===== config.mk =====
export PLATFORM = sky130hd
export DESIGN_NAME = key_debounce
export DESIGN_NICKNAME = d
export VERILOG_FILES = /design/src/rtl/key_debounce.sv
export SDC_FILE = /design/constraint.sdc
export NUM_CORES = 1
export LEC_CHECK = 0
export BUFFER_PORTS_ARGS = -buffer_cell sky130_fd_sc_hd__buf_4
export CORE_ASPECT_RATIO = 0.6
export CORE_UTILIZATION = 50
export CTS_BUF_LIST = sky130_fd_sc_hd__clkbuf_4
export DETAILED_ROUTE_END_ITERATION = 6
export PLACE_DENSITY = 0.74
export SETUP_SLACK_MARGIN = 0.2
export SLEW_MARGIN = 20
export SYNTH_ARGS = -nofsm -noshare
export SYNTH_HDL_FRONTEND = slang
export SYNTH_SLANG_ARGS = --single-unit

===== constraint.sdc =====
create_clock -name clk -period 1.84 [get_ports clk]
set_input_delay 0.276 -clock clk [delete_from_list [all_inputs] [get_ports clk]]
set_output_delay 0.276 -clock clk [all_outputs]
set_load 0.05 [all_outputs]

===== src/rtl/key_debounce.sv =====
// rtl/key_debounce.sv - push-button synchroniser/debouncer with press/release strobes; optional auto-repeat under KEY_DEBOUNCE_REPEAT_EN
module key_debounce #(
  parameter int NUM_KEYS        = 2,
  parameter int CNT_WIDTH       = 16,
  parameter int DEBOUNCE_CYCLES = 50000,
  parameter int ACTIVE_LOW      = 1,
  parameter int RPT_WIDTH       = 26,
  parameter int REPEAT_DELAY    = 25000000,
  parameter int REPEAT_PERIOD   = 5000000
) (
  input  logic                clk,
  input  logic                reset_n,
  input  logic [NUM_KEYS-1:0] key_raw,
  output logic [NUM_KEYS-1:0] key_clean,
  output logic [NUM_KEYS-1:0] key_press,
  output logic [NUM_KEYS-1:0] key_release
);

  // Pin level of a released key; the synchroniser powers up showing "released".
  localparam logic REL_LVL = (ACTIVE_LOW != 0);
  localparam logic [CNT_WIDTH-1:0] CNT_LAST = CNT_WIDTH'(DEBOUNCE_CYCLES - 1);

  typedef enum logic {ST_STABLE = 1'b0, ST_COUNTING = 1'b1} state_t;

  logic [NUM_KEYS-1:0] r_sync1;
  logic [NUM_KEYS-1:0] r_sync2;

  // Two-flop synchroniser for the asynchronous pin levels.
  always_ff @(posedge clk or negedge reset_n) begin
    if (!reset_n) begin
      r_sync1 <= {NUM_KEYS{REL_LVL}};
      r_sync2 <= {NUM_KEYS{REL_LVL}};
    end else begin
      r_sync1 <= key_raw;
      r_sync2 <= r_sync1;
    end
  end

`ifndef KEY_DEBOUNCE_REPEAT_EN
  // Repeat parameters have no hardware in this build.
  logic [31:0] w_unused_rpt;
  assign w_unused_rpt = RPT_WIDTH ^ REPEAT_DELAY ^ REPEAT_PERIOD;
`endif

  for (genvar g = 0; g < NUM_KEYS; g++) begin : g_key
    state_t               r_state;
    logic [CNT_WIDTH-1:0] r_cnt;
    logic                 r_clean;
    logic                 r_press;
    logic                 r_release;
    logic                 w_pressed;
    logic                 w_rpt_fire;

    assign w_pressed = r_sync2[g] ^ REL_LVL;

`ifdef KEY_DEBOUNCE_REPEAT_EN
    localparam logic [RPT_WIDTH-1:0] RPT_DELAY_LAST  = RPT_WIDTH'(REPEAT_DELAY - 1);
    localparam logic [RPT_WIDTH-1:0] RPT_PERIOD_LAST = RPT_WIDTH'(REPEAT_PERIOD - 1);

    logic [RPT_WIDTH-1:0] r_rpt_cnt;
    logic                 r_rpt_on;

    // First repeat waits the long delay; once repeating, the shorter period applies.
    assign w_rpt_fire = (r_state == ST_STABLE) && r_clean &&
                        (r_rpt_cnt == (r_rpt_on ? RPT_PERIOD_LAST : RPT_DELAY_LAST));

    // Repeat timer runs only while a key is held and settled; any disturbance restarts it.
    always_ff @(posedge clk or negedge reset_n) begin
      if (!reset_n) begin
        r_rpt_cnt <= '0;
        r_rpt_on  <= 1'b0;
      end else if ((r_state != ST_STABLE) || !r_clean) begin
        r_rpt_cnt <= '0;
        r_rpt_on  <= 1'b0;
      end else if (w_rpt_fire) begin
        r_rpt_cnt <= '0;
        r_rpt_on  <= 1'b1;
      end else begin
        r_rpt_cnt <= r_rpt_cnt + RPT_WIDTH'(1);
      end
    end
`else
    assign w_rpt_fire = 1'b0;
`endif

    // Per-key debounce FSM: a new level must be seen for DEBOUNCE_CYCLES+1 edges to commit.
    always_ff @(posedge clk or negedge reset_n) begin
      if (!reset_n) begin
        r_state   <= ST_STABLE;
        r_cnt     <= '0;
        r_clean   <= 1'b0;
        r_press   <= 1'b0;
        r_release <= 1'b0;
      end else begin
        r_press   <= w_rpt_fire;
        r_release <= 1'b0;
        case (r_state)
          ST_STABLE: begin
            if (w_pressed != r_clean) begin
              r_state <= ST_COUNTING;
              r_cnt   <= '0;
            end
          end
          ST_COUNTING: begin
            if (w_pressed == r_clean) begin
              r_state <= ST_STABLE;
              r_cnt   <= '0;
            end else if (r_cnt == CNT_LAST) begin
              r_state   <= ST_STABLE;
              r_cnt     <= '0;
              r_clean   <= w_pressed;
              r_press   <= w_pressed;
              r_release <= !w_pressed;
            end else begin
              r_cnt <= r_cnt + CNT_WIDTH'(1);
            end
          end
          default: begin
            r_state <= ST_STABLE;
            r_cnt   <= '0;
          end
        endcase
      end
    end

    assign key_clean[g]   = r_clean;
    assign key_press[g]   = r_press;
    assign key_release[g] = r_release;
  end

endmodule


* After elaboration in Yosys (flattened, before gate mapping)
Index checks and enable logic that the tools add are counted.
** Cells by class
- Add/subtract/negate cells :: 2
- Equality and inequality tests :: 8
- Mux-type cells :: 28
- Bitwise gates (word level) :: 6
- Reduce and logical (&&, ||, !) cells :: 2
** Operators with widths (number)
- 16-bit 2-to-1 mux :: 6
- 16-bit one-hot mux with 2 select lines :: 2
- 16-bit by 1-bit adder with 16-bit output (second input constant) :: 2
- 16-bit == test (second input constant) :: 2
- 1-bit 2-to-1 mux :: 18
- 1-bit inverter :: 6
- 3-bit AND reduction :: 2
- 2-bit != test (second input constant) :: 2
- 1-bit one-hot mux with 2 select lines :: 2
- 1-bit == test :: 2
- 1-bit != test :: 2
** Storage, ports and cells
- Register bits after elaboration :: 44
- Input port bits :: 4
- Output and inout bits :: 6
- Word-level logic and storage cells :: 58

* Longest topological paths before layout
Gate-level depths: netlist (run 1).
- Depth after elaboration :: 4
- Mapped depth :: 8

* Worst setup path after synthesis (run 1)
Ideal clock, no wire load.
- Path type :: register to register
- Start point :: reg g_key[1].r_cnt[0]
- End point :: reg g_key[1].r_cnt[13]
- Library setup time :: 69 ps
- Data arrival time :: 1874 ps
- Required time :: 1771 ps
- Slack :: -102 ps
- Stages on the path, launching flop included :: 9
- Path through :: dfrtp_1 ha_1 and3_1 buf_2 and4_4 or2_1 buf_2 or3_1 nand3_1
** On the way
- Word-level cells in the longest chain between the ends :: 4
- Elaborated cells between the ends (all ways) :: 5
** RTL lines
- start: declaration :: RTL line 47 : logic [CNT_WIDTH-1:0] r_cnt;
- start signal: assignment :: RTL line 115 : r_cnt <= r_cnt + CNT_WIDTH'(1);
- 16-bit by 1-bit adder with 16-bit output / 16-bit == test (equally long branches) :: RTL line 115, 108
- 16-bit 2-to-1 mux (*) :: RTL line 108 : end else if (r_cnt == CNT_LAST) begin
- 16-bit 2-to-1 mux (*) :: RTL line 105 : if (w_pressed == r_clean) begin
- 16-bit one-hot mux with 2 select lines (*) :: RTL line 97 : case (r_state)
Every way passes the cells marked *; elsewhere a longest branch is shown, timed or not.
A chain may end at the register's enable or synchronous reset.

* Worst setup path after layout (run 1)
- Start point :: reg g_key[1].r_cnt[4]
- End point :: reg g_key[1].r_cnt[11]
Same word-level chain as after synthesis.

==> impl_metrics.ini, run 1 <==
[clock_tree]
clkLatencyLatePin_ns = 0.38
clockBufferDepth = 2
clkTransAtPathRegs_ns = 0.16
cts_tree = done
h-tree-depth = 2
clockRootBuffer = clkbuf_4
numCtsBuffers = 5
cts.sinks = 44

[synth]
async_reset_ff_share_pct = 100.0
ys_types = 42
synth_edf_count = 0
syn_nets = 245
yosysWarnings = 0
synthFlopType = dfrtp_1
synthAdderAreaFrac_pct = 1.121
synthesis.area_um2 = 2232
synth_top_family_by_area = simple AND/OR/NAND/NOR gates
synth_mux_area_share_pct = 0
synthSimpleGateAreaFrac_pct = 27.02
synth_xor_area_share_pct = 1.570
synth_seq_cells = 44
synth_area_per_cell_um2 = 9.340
synth-compound-area-share_pct = 15.30
syn_inst = 239
ys_seq_area_share_pct = 49.55

[placement]
gp_congestion = 0.8549
placed_area_um2 = 2502
io_buffers = 9
dp_hpwl_um = 3580
placed_cells = 319

[worst_setup_path]
worstPathMaxFanout = 5
crit_family = simple AND/OR/NAND/NOR gates
critPathRequiredTime_ns = 2.14
start_kind = flop
crit_path_max_incr_delay_ns = 0.50
critPathBufInv = 0
critical_path_class = reg -> reg
endpoint_kind = flop
cp.arrival_ns = 2.14
crit_chain = and4_1, and3_4, nand4_1, or4_4, o21ai_2
slowest_stage = dfrtp_1

[global_route]
grt_max_degree = 45
grt-ovfl-total = 0
grt_pass1_wl_um = 9211
grtUsageTotal_pct = 26.61
antenna_found_initial = 0
grt_pass1_vias = 1875

[floorplanning]
die_area_um2 = 4744
core-area_um2 = 4189
dieHeight_um = 53.76
pin_count = 10
rows = 18
die_x_um = 88.26
start_util_pct = 53.29

[drt]
first_iter_violations = 343
viasPerCell = 6.533
ant_nets = 0
routed_wl_um = 7336
via_count = 2365
first_pass_iters = 7
drc = 2
routedWlPerCell_um = 20.27

[sta]
finClkSkew_ns = 0.02063
tns_ns = -0.001883
setup_viol = 1
rsz0062_at_grt = true
max_freq_mhz = 542.9
min_period_ns = 1.842
timing.final.ws_setup_ns = -0.001883
slew_viol_final = 0
slew_headroom_pct = 62.03
hold_viol = 0
fin_crit_sh_pct = 100.1
tightest_slew_ns = 0.5696

[layout]
seq_area_um2 = 1112
multiInputGateArea_um2 = 1340
diodes = 0
design_area_um2 = 3231
fin_cells = 362
area_growth_pct = 44.73
post-route-util_pct = 77.12
nNetsFinal = 307
drive_gt1_share_pct = 47.02
fill_cells = 236

[pwr]
comb_power_share_pct = 11.5
peakVddDrop_mv = 0.3524
power.density_nw_per_um2 = 583.5
power.total_uw = 1885
leakagePower_uw = 0.001387
p_int_uw = 1384
p_sw_share_pct = 26.60
clockPowerShare_pct = 34.7
p_sw_uw = 501.5
seqPwrFrac_pct = 53.8

[run_status]
failed_checks = design-rule violations, negative setup slack
status = complete, but fails checks

[hold_path]
hold_class = reg -> reg

[job]
maxCapViolCount = 0
flip-flops by register name (all words and copies together), names as in the netlist:
register,count
g_key.r_press,2
r_sync1,2
g_key.r_cnt,32
r_sync2,2
g_key.r_clean,2
g_key.r_state,2
g_key.r_release,2
Yosys cell counts (4+ instances only):
library cell	n	area (µm²)
dfrtp_1	40	1001
clkbuf_1	4	15.01
or3_1	5	31.28
a21oi_1	13	65.06
nand2_1	33	123.9
nand3_1	16	80.08
and4_1	5	43.79
and3_1	8	50.05
dfstp_2	4	105.1
a31oi_1	15	93.84
xnor2_1	4	35.03
inv_1	8	30.03
nor2_1	10	37.54
buf_4	6	45.04
o21ai_0	18	90.09
nor3_1	4	20.02
per-layer routing:
metal,wire [µm],global-route usage [%],vias to the layer above
li1,-,-,996
met1,2888,39.96,1112
met2,3267,37.56,213
met3,899,5.982,44
met4,281,8.871,0
met5,0,0,-
logic make-up (layout without fill, tap and decap cells):
family	Yosys count	in the layout
xor gates and xnor gates	4	4
buffers and inverters	23	85
and+or+nand+nor	109	110
adders and majority gates	2	2
DFF	44	44
AOI/OAI and AO/OA	57	57
per-stage QoR:
stage               hold WS (ns)  worst slack (ns)
global placement          0.3054          -0.06613
floorplan               -0.01959           0.04485
finish                    0.3483         -0.001883
CTS                     0.007441         -0.003794
global route              0.3597          -0.02306
detailed placement        0.3131           -0.1582
cell type report:
cell class / instances / area share [%]
inverters: 8 / 0.9295
multi-input cells: 173 / 41.48
clock buffers: 5 / 1.162
well taps: 60 / 2.324
flip-flops and latches: 44 / 34.43
clock inverters: 3 / 1.433
repair buffers: 69 / 18.24
power by group through the flow:
stage	clock network (µW)	registers, µW	logic (µW)
global route	692	1020	231
global placement	0	1030	117
finish	655	1010	216
detailed placement	0	1030	120
floorplan	0	1020	65.1
CTS	647	1010	164
path summary, 6_finish.rpt:
| check | startpoint | to | slack (ns) | cells after the start |
|---|---|---|---|---|
| max in group asynchronous | reset_n | g_key[0].r_cnt[8] | 0.99 | 2 |
| setup / recovery | g_key[1].r_cnt[4] | g_key[1].r_cnt[11] | -0.002 | 5 |
| min in group asynchronous | reset_n | g_key[1].r_clean | 0.41 | 2 |
| hold reg to reg | r_sync1[0] | r_sync2[0] | 0.35 | 0 |
| setup reg to reg | g_key[1].r_cnt[4] | g_key[1].r_cnt[11] | -0.002 | 5 |
| hold / removal | r_sync1[0] | r_sync2[0] | 0.35 | 0 |
layout by cell type (no fill, tap or decap), drive strengths merged, types with 3 or more instances in the layout:
master	count
buf	66
dfrtp	40
nand2	33
o21ai	18
nand3	16
a31oi	15
a21oi	13
nor2	11
inv	9
and3	8
or3	8
and4	7
clkbuf	5
or2	5
dfstp	4
xnor2	4
nor3	4
nand4	3
dlygate4sd3	3
nor4bb	3
what timing repair did:
item | 4_1_cts | 5_1_grt
cloned | 0 | 1
endpoints found under the hold margin | 41 | 1
buffers inserted | 22 | 9
resized for setup | 29 | 59
pin swaps | 17 | 40
setup endpoints to repair | 31 | 37
hold buffers | 2 | 1
(Power assumes the default switching activity.)
==> run 2, diff against run 1 <==
--- a/config.mk
+++ b/config.mk
@@ -6,11 +6,10 @@
 export NUM_CORES = 1
 export LEC_CHECK = 0
 export BUFFER_PORTS_ARGS = -buffer_cell sky130_fd_sc_hd__buf_4
-export CORE_ASPECT_RATIO = 0.6
 export CORE_UTILIZATION = 50
 export CTS_BUF_LIST = sky130_fd_sc_hd__clkbuf_4
 export DETAILED_ROUTE_END_ITERATION = 6
-export PLACE_DENSITY = 0.74
+export PLACE_DENSITY = 0.68
 export SETUP_SLACK_MARGIN = 0.2
 export SLEW_MARGIN = 20
 export SYNTH_ARGS = -nofsm -noshare
==> impl_metrics.ini, run 2 (same netlist as run 1, synthesis figures left out) <==
[worst_setup_path]
cp.arrival_ns = 2.02
reg2reg_from = g_key[0].r_cnt[0]
slowest_stage = dfrtp_1
r2r-end = g_key[0].r_cnt[14]
endpoint_kind = flop
worstPathMaxFanout = 7
crit_chain = ha_2, and3_4, and4_4, or2_4, or4_1, nand3_1
start_kind = flop
rrSetupSlack_ns = 0.1
reg2reg_depth = 6
crit_path_max_incr_delay_ns = 0.41
critPathRequiredTime_ns = 2.12
critical_path_class = reg -> reg

[sta]
timing.final.ws_setup_ns = 0.09866
tns_ns = 0
tightest_slew_ns = 0.5502
min_period_ns = 1.741
slew_headroom_pct = 63.32
finClkSkew_ns = 0.01398
rsz0062_at_grt = true
hold_viol = 0
fin_crit_sh_pct = 94.64
max_freq_mhz = 574.3
setup_viol = 0
fin_hold_ws_ns = 0.03481
slew_viol_final = 0

[placement]
io_buffers = 9
post-place-ws_ns = -0.1574
gp_congestion = 0.8580
dp_hpwl_um = 3286

[drt]
routed_wl_um = 5286
drc = 0
viasPerCell = 5.854
first_pass_iters = 4
first_iter_violations = 181
routedWlPerCell_um = 15.73
ant_nets = 0
via_count = 1967

[layout]
multiInputGateArea_um2 = 1167
fill_cells = 316
area_growth_pct = 27.13
regMostFlops = g_key.r_cnt
seq_area_um2 = 1110
nNetsFinal = 292
largest_reg_flops = 32
drive_gt1_share_pct = 36.01
diodes = 0
final_cell_mix = 51 x buf_4, 37 x dfrtp_1, 31 x nand2_1, 15 x nand3_1, 13 x a31oi_1
post-route-util_pct = 68.48
final_common_cell = buf_4

[hold_path]
hp-start = key_raw[0]
hold-path-endpoint = r_sync1[0]
hold_class = in -> reg
whs_path_depth = 1

[global_route]
grt_pass1_wl_um = 8390
antenna_found_initial = 0
grt_pass1_vias = 1814
grt-ovfl-total = 0
grt_max_degree = 45
grtUsageTotal_pct = 24.34

[clock_tree]
clkTransAtPathRegs_ns = 0.12
cts_tree = done
clkLatencyLatePin_ns = 0.34
cts.sinks = 44
numCtsBuffers = 5
clockBufferDepth = 2
clockRootBuffer = clkbuf_4
h-tree-depth = 2

[floorplanning]
dieHeight_um = 68.82
pin_count = 10
die_x_um = 68.82
rows = 23
die_area_um2 = 4736
core-area_um2 = 4144
start_util_pct = 53.86

[pwr]
power.density_nw_per_um2 = 557.6
peakVddDrop_mv = 0.2768
leakagePower_uw = 0.001251

[job]
maxCapViolCount = 0

[run_status]
status = finished, final reports clean
==> run 2: cell count changes in the layout (fill, tap and decap cells not counted), sizes merged <==
cell and change:
clkinv +2, bufinv -1, clkinvlp -1, inv -1, or2 +1, buf -14, dlygate4sd3 -1, nor2 -1
==> run 2: power by group <==
| group | internal, µW | total, µW | leakage [µW] | switching, µW |
|---|---|---|---|---|
| clock network | 134 | 421 | 0.0000261 | 287 |
| logic | 65.7 | 151 | 0.000637 | 85.7 |
| registers | 991 | 1010 | 0.000588 | 18.7 |
| total | 1190 | 1580 | 0.00125 | 392 |
==> run 2: timing repair <==
| action | 4_1_cts | 5_1_grt |
|---|---|---|
| resized for setup | 13 | 22 |
| setup buffers | 8 | 10 |
| hold buffers | 1 | 1 |
| cloned | 1 | 0 |
| hold endpoints to repair | 40 | 1 |
| pin swaps | 8 | 13 |
| setup endpoints to repair | 29 | 31 |
==> run 2: worst max path at each step <==
stage / startpoint / end / slack (ns) / cells past startpoint
2_1_floorplan: g_key[1].r_cnt[0] / g_key[1].r_cnt[8] / 0.04 / 8
3_3_place_gp: g_key[1].r_cnt[1] / g_key[1].r_cnt[15] / -0.09 / 6
3_5_place_dp: g_key[1].r_cnt[1] / g_key[1].r_cnt[6] / -0.16 / 6
4_1_cts: g_key[1].r_cnt[0] / g_key[1].r_cnt[11] / 0.08 / 6
5_1_grt: g_key[0].r_cnt[0] / g_key[0].r_cnt[14] / 0.05 / 6
6_report: g_key[0].r_cnt[0] / g_key[0].r_cnt[14] / 0.1 / 6
==> run 2: final cells by class <==
class	count	area share, %
Clock inverter	2	0.2646
Inverter	8	1.058
Multi-Input combinational cell	173	41.14
Tap cell	50	2.205
Sequential cell	44	39.11
Timing Repair Buffer	54	14.90
Clock buffer	5	1.323
==> run 2: metrics by stage <==
stage / cell area, µm² / std cells / power, µW
2_1_floorplan: 2263 / 239 / 1089
3_3_place_gp: 2495 / 308 / 1143
3_5_place_dp: 2495 / 308 / 1144
4_1_cts: 2674 / 325 / 1581
5_1_grt: 2838 / 336 / 1658
6_report: 2838 / 336 / 1582
==> run 2: worst max-delay path, delay by kind of cell (launching register included) <==
kind	cells	cell delay [ns]
simple gates	5	1.09
fa+ha+maj	1	0.19
flops	1	0.41
==> run 2: per-layer routing <==
layer / up-vias / global-route usage (%) / wire [µm]
li1: 961 / - / -
met1: 956 / 33.54 / 2534
met2: 48 / 39.34 / 2447
met3: 2 / 4.934 / 276
met4: 0 / 5.357 / 27
met5: - / 0 / 0
==> run 3, diff against run 2 <==
--- a/config.mk
+++ b/config.mk
@@ -9,7 +9,7 @@
 export CORE_UTILIZATION = 50
 export CTS_BUF_LIST = sky130_fd_sc_hd__clkbuf_4
 export DETAILED_ROUTE_END_ITERATION = 6
-export PLACE_DENSITY = 0.68
+export PLACE_DENSITY = 0.81
 export SETUP_SLACK_MARGIN = 0.2
 export SLEW_MARGIN = 20
 export SYNTH_ARGS = -nofsm -noshare
==> impl_metrics.ini, run 3 (same netlist as run 1, synthesis figures left out) <==
[layout]
largest_reg_flops = 32
area_growth_pct = 33.58
design_area_um2 = 2982
final_cell_mix = 44 x buf_4, 39 x dfrtp_1, 29 x nand2_1, 14 x nand3_1, 13 x a31oi_1
drive_gt1_share_pct = 39.93
post-route-util_pct = 71.95
nNetsFinal = 293
fin_cells = 338
seq_area_um2 = 1107
fill_cells = 266
regMostFlops = g_key.r_cnt
multiInputGateArea_um2 = 1219
diodes = 0
final_common_cell = buf_4

[placement]
placed_area_um2 = 2460
gp_congestion = 0.8247
io_buffers = 9
dp_hpwl_um = 3149
placed_cells = 305

[floorplanning]
die_area_um2 = 4736
pin_count = 10
start_util_pct = 53.86
rows = 23
core-area_um2 = 4144
dieHeight_um = 68.82
die_x_um = 68.82

[global_route]
grt_pass1_vias = 2013
grt_pass1_wl_um = 8769
met2_usage_pct = 45.22
antenna_found_initial = 0
grt-ovfl-total = 0
grt_busiest_layer = met2
grtUsageTotal_pct = 25.22
met3_usage_pct = 4.112
grt_max_degree = 45
grtUsageMet1_pct = 28.76

[worst_setup_path]
r2r-end = g_key[1].r_cnt[11]
reg2reg_from = g_key[1].r_cnt[6]
rrSetupSlack_ns = 0.04
crit_chain = and4_1, and3_2, nand4_1, or4_1, o21ai_1
slowest_stage = or4_1
start_kind = flop
crit_family = simple AND/OR/NAND/NOR gates
cp.arrival_ns = 2.12
critPathBufInv = 0
worstPathMaxFanout = 5
endpoint_kind = flop
critical_path_class = reg -> reg
reg2reg_depth = 5
critPathRequiredTime_ns = 2.17
crit_path_max_incr_delay_ns = 0.49

[sta]
setup_viol = 0
hold_viol = 0
slew_headroom_pct = 63.62
rsz0062_at_grt = true
fin_crit_sh_pct = 97.56
min_period_ns = 1.795
tightest_slew_ns = 0.5458
tns_ns = 0
slew_viol_final = 0
max_freq_mhz = 557.1
finClkSkew_ns = 0.01645

[clock_tree]
numCtsBuffers = 5
clkTransAtPathRegs_ns = 0.15
cts_tree = done
h-tree-depth = 2
clockRootBuffer = clkbuf_4
clockBufferDepth = 2
cts.sinks = 44
clkLatencyLatePin_ns = 0.39

[hold_path]
whs_path_depth = 0
hold_class = reg -> reg
hold-path-endpoint = r_sync2[0]
hp-start = r_sync1[0]

[drt]
routed_wl_um = 6245
first_iter_violations = 232
drc = 0
ant_nets = 0
via_count = 2153
routedWlPerCell_um = 18.48
viasPerCell = 6.370
first_pass_iters = 5

[pwr]
peakVddDrop_mv = 0.4444
power.density_nw_per_um2 = 616.2
leakagePower_uw = 0.001284
power.total_uw = 1837

[job]
maxCapViolCount = 0

[run_status]
status = finished, final reports clean
==> run 3: changes by cell type in the layout (fill, tap and decap cells not counted), sizes merged <==
| cell | before | now |
|---|---|---|
| or2 | 6 | 5 |
| clkinv | 2 | 0 |
| inv | 8 | 9 |
| dlygate4sd3 | 2 | 3 |
| clkinvlp | 0 | 1 |
| clkbuf | 5 | 6 |
| bufinv | 0 | 1 |
==> run 3: timing repair <==
| action | in CTS | in global routing |
|---|---|---|
| gates cloned | 0 | 1 |
| pin swaps | 9 | 21 |
| resized for setup | 16 | 40 |
| endpoints found under the hold margin | 42 | 0 |
| endpoints found under the setup margin | 26 | 34 |
| hold buffers | 3 | 0 |
| setup buffers | 15 | 6 |
==> run 3: stage by stage <==
stage               setup WS [ns]  hold slack (ns)
floorplan                 0.04485         -0.01959
global placement          0.03251           0.2935
detailed placement      -0.002028           0.2983
CTS                       0.08322           0.3662
global route             -0.02792           0.3702
finish                    0.04487           0.3649
==> run 3: how the worst max path moves through the flow <==
stage,start,endpoint,cells past startpoint
2_1_floorplan,g_key[1].r_cnt[0],g_key[1].r_cnt[8],8
3_3_place_gp,g_key[1].r_cnt[1],g_key[1].r_cnt[11],6
3_5_place_dp,g_key[1].r_cnt[0],g_key[1].r_cnt[11],6
4_1_cts,g_key[1].r_cnt[0],g_key[1].r_cnt[13],7
5_1_grt,g_key[1].r_cnt[9],g_key[1].r_cnt[10],7
6_report,g_key[1].r_cnt[6],g_key[1].r_cnt[11],5
==> run 3: cell type report <==
type | instances | area share, %
Clock buffer | 5 | 1.259
Clock inverter | 3 | 1.553
Inverter | 8 | 1.007
Multi-Input combinational cell | 172 | 40.87
Sequential cell | 44 | 37.14
Tap cell | 50 | 2.098
Timing Repair Buffer | 56 | 16.07
==> run 3: power breakdown <==
| part | internal (µW) | total [µW] | switching [µW] | leakage (µW) |
|---|---|---|---|---|
| Clock | 290 | 638 | 348 | 0.0000418 |
| Combinational | 87.4 | 188 | 101 | 0.000651 |
| Sequential | 991 | 1010 | 19.4 | 0.000592 |
==> run 3: layer usage <==
| layer | vias to the layer above | routed length, µm |
|---|---|---|
| li1 | 968 | - |
| met4 | 0 | 211 |
| met5 | - | 0 |
| met3 | 21 | 378 |
| met1 | 1057 | 2380 |
| met2 | 107 | 3275 |
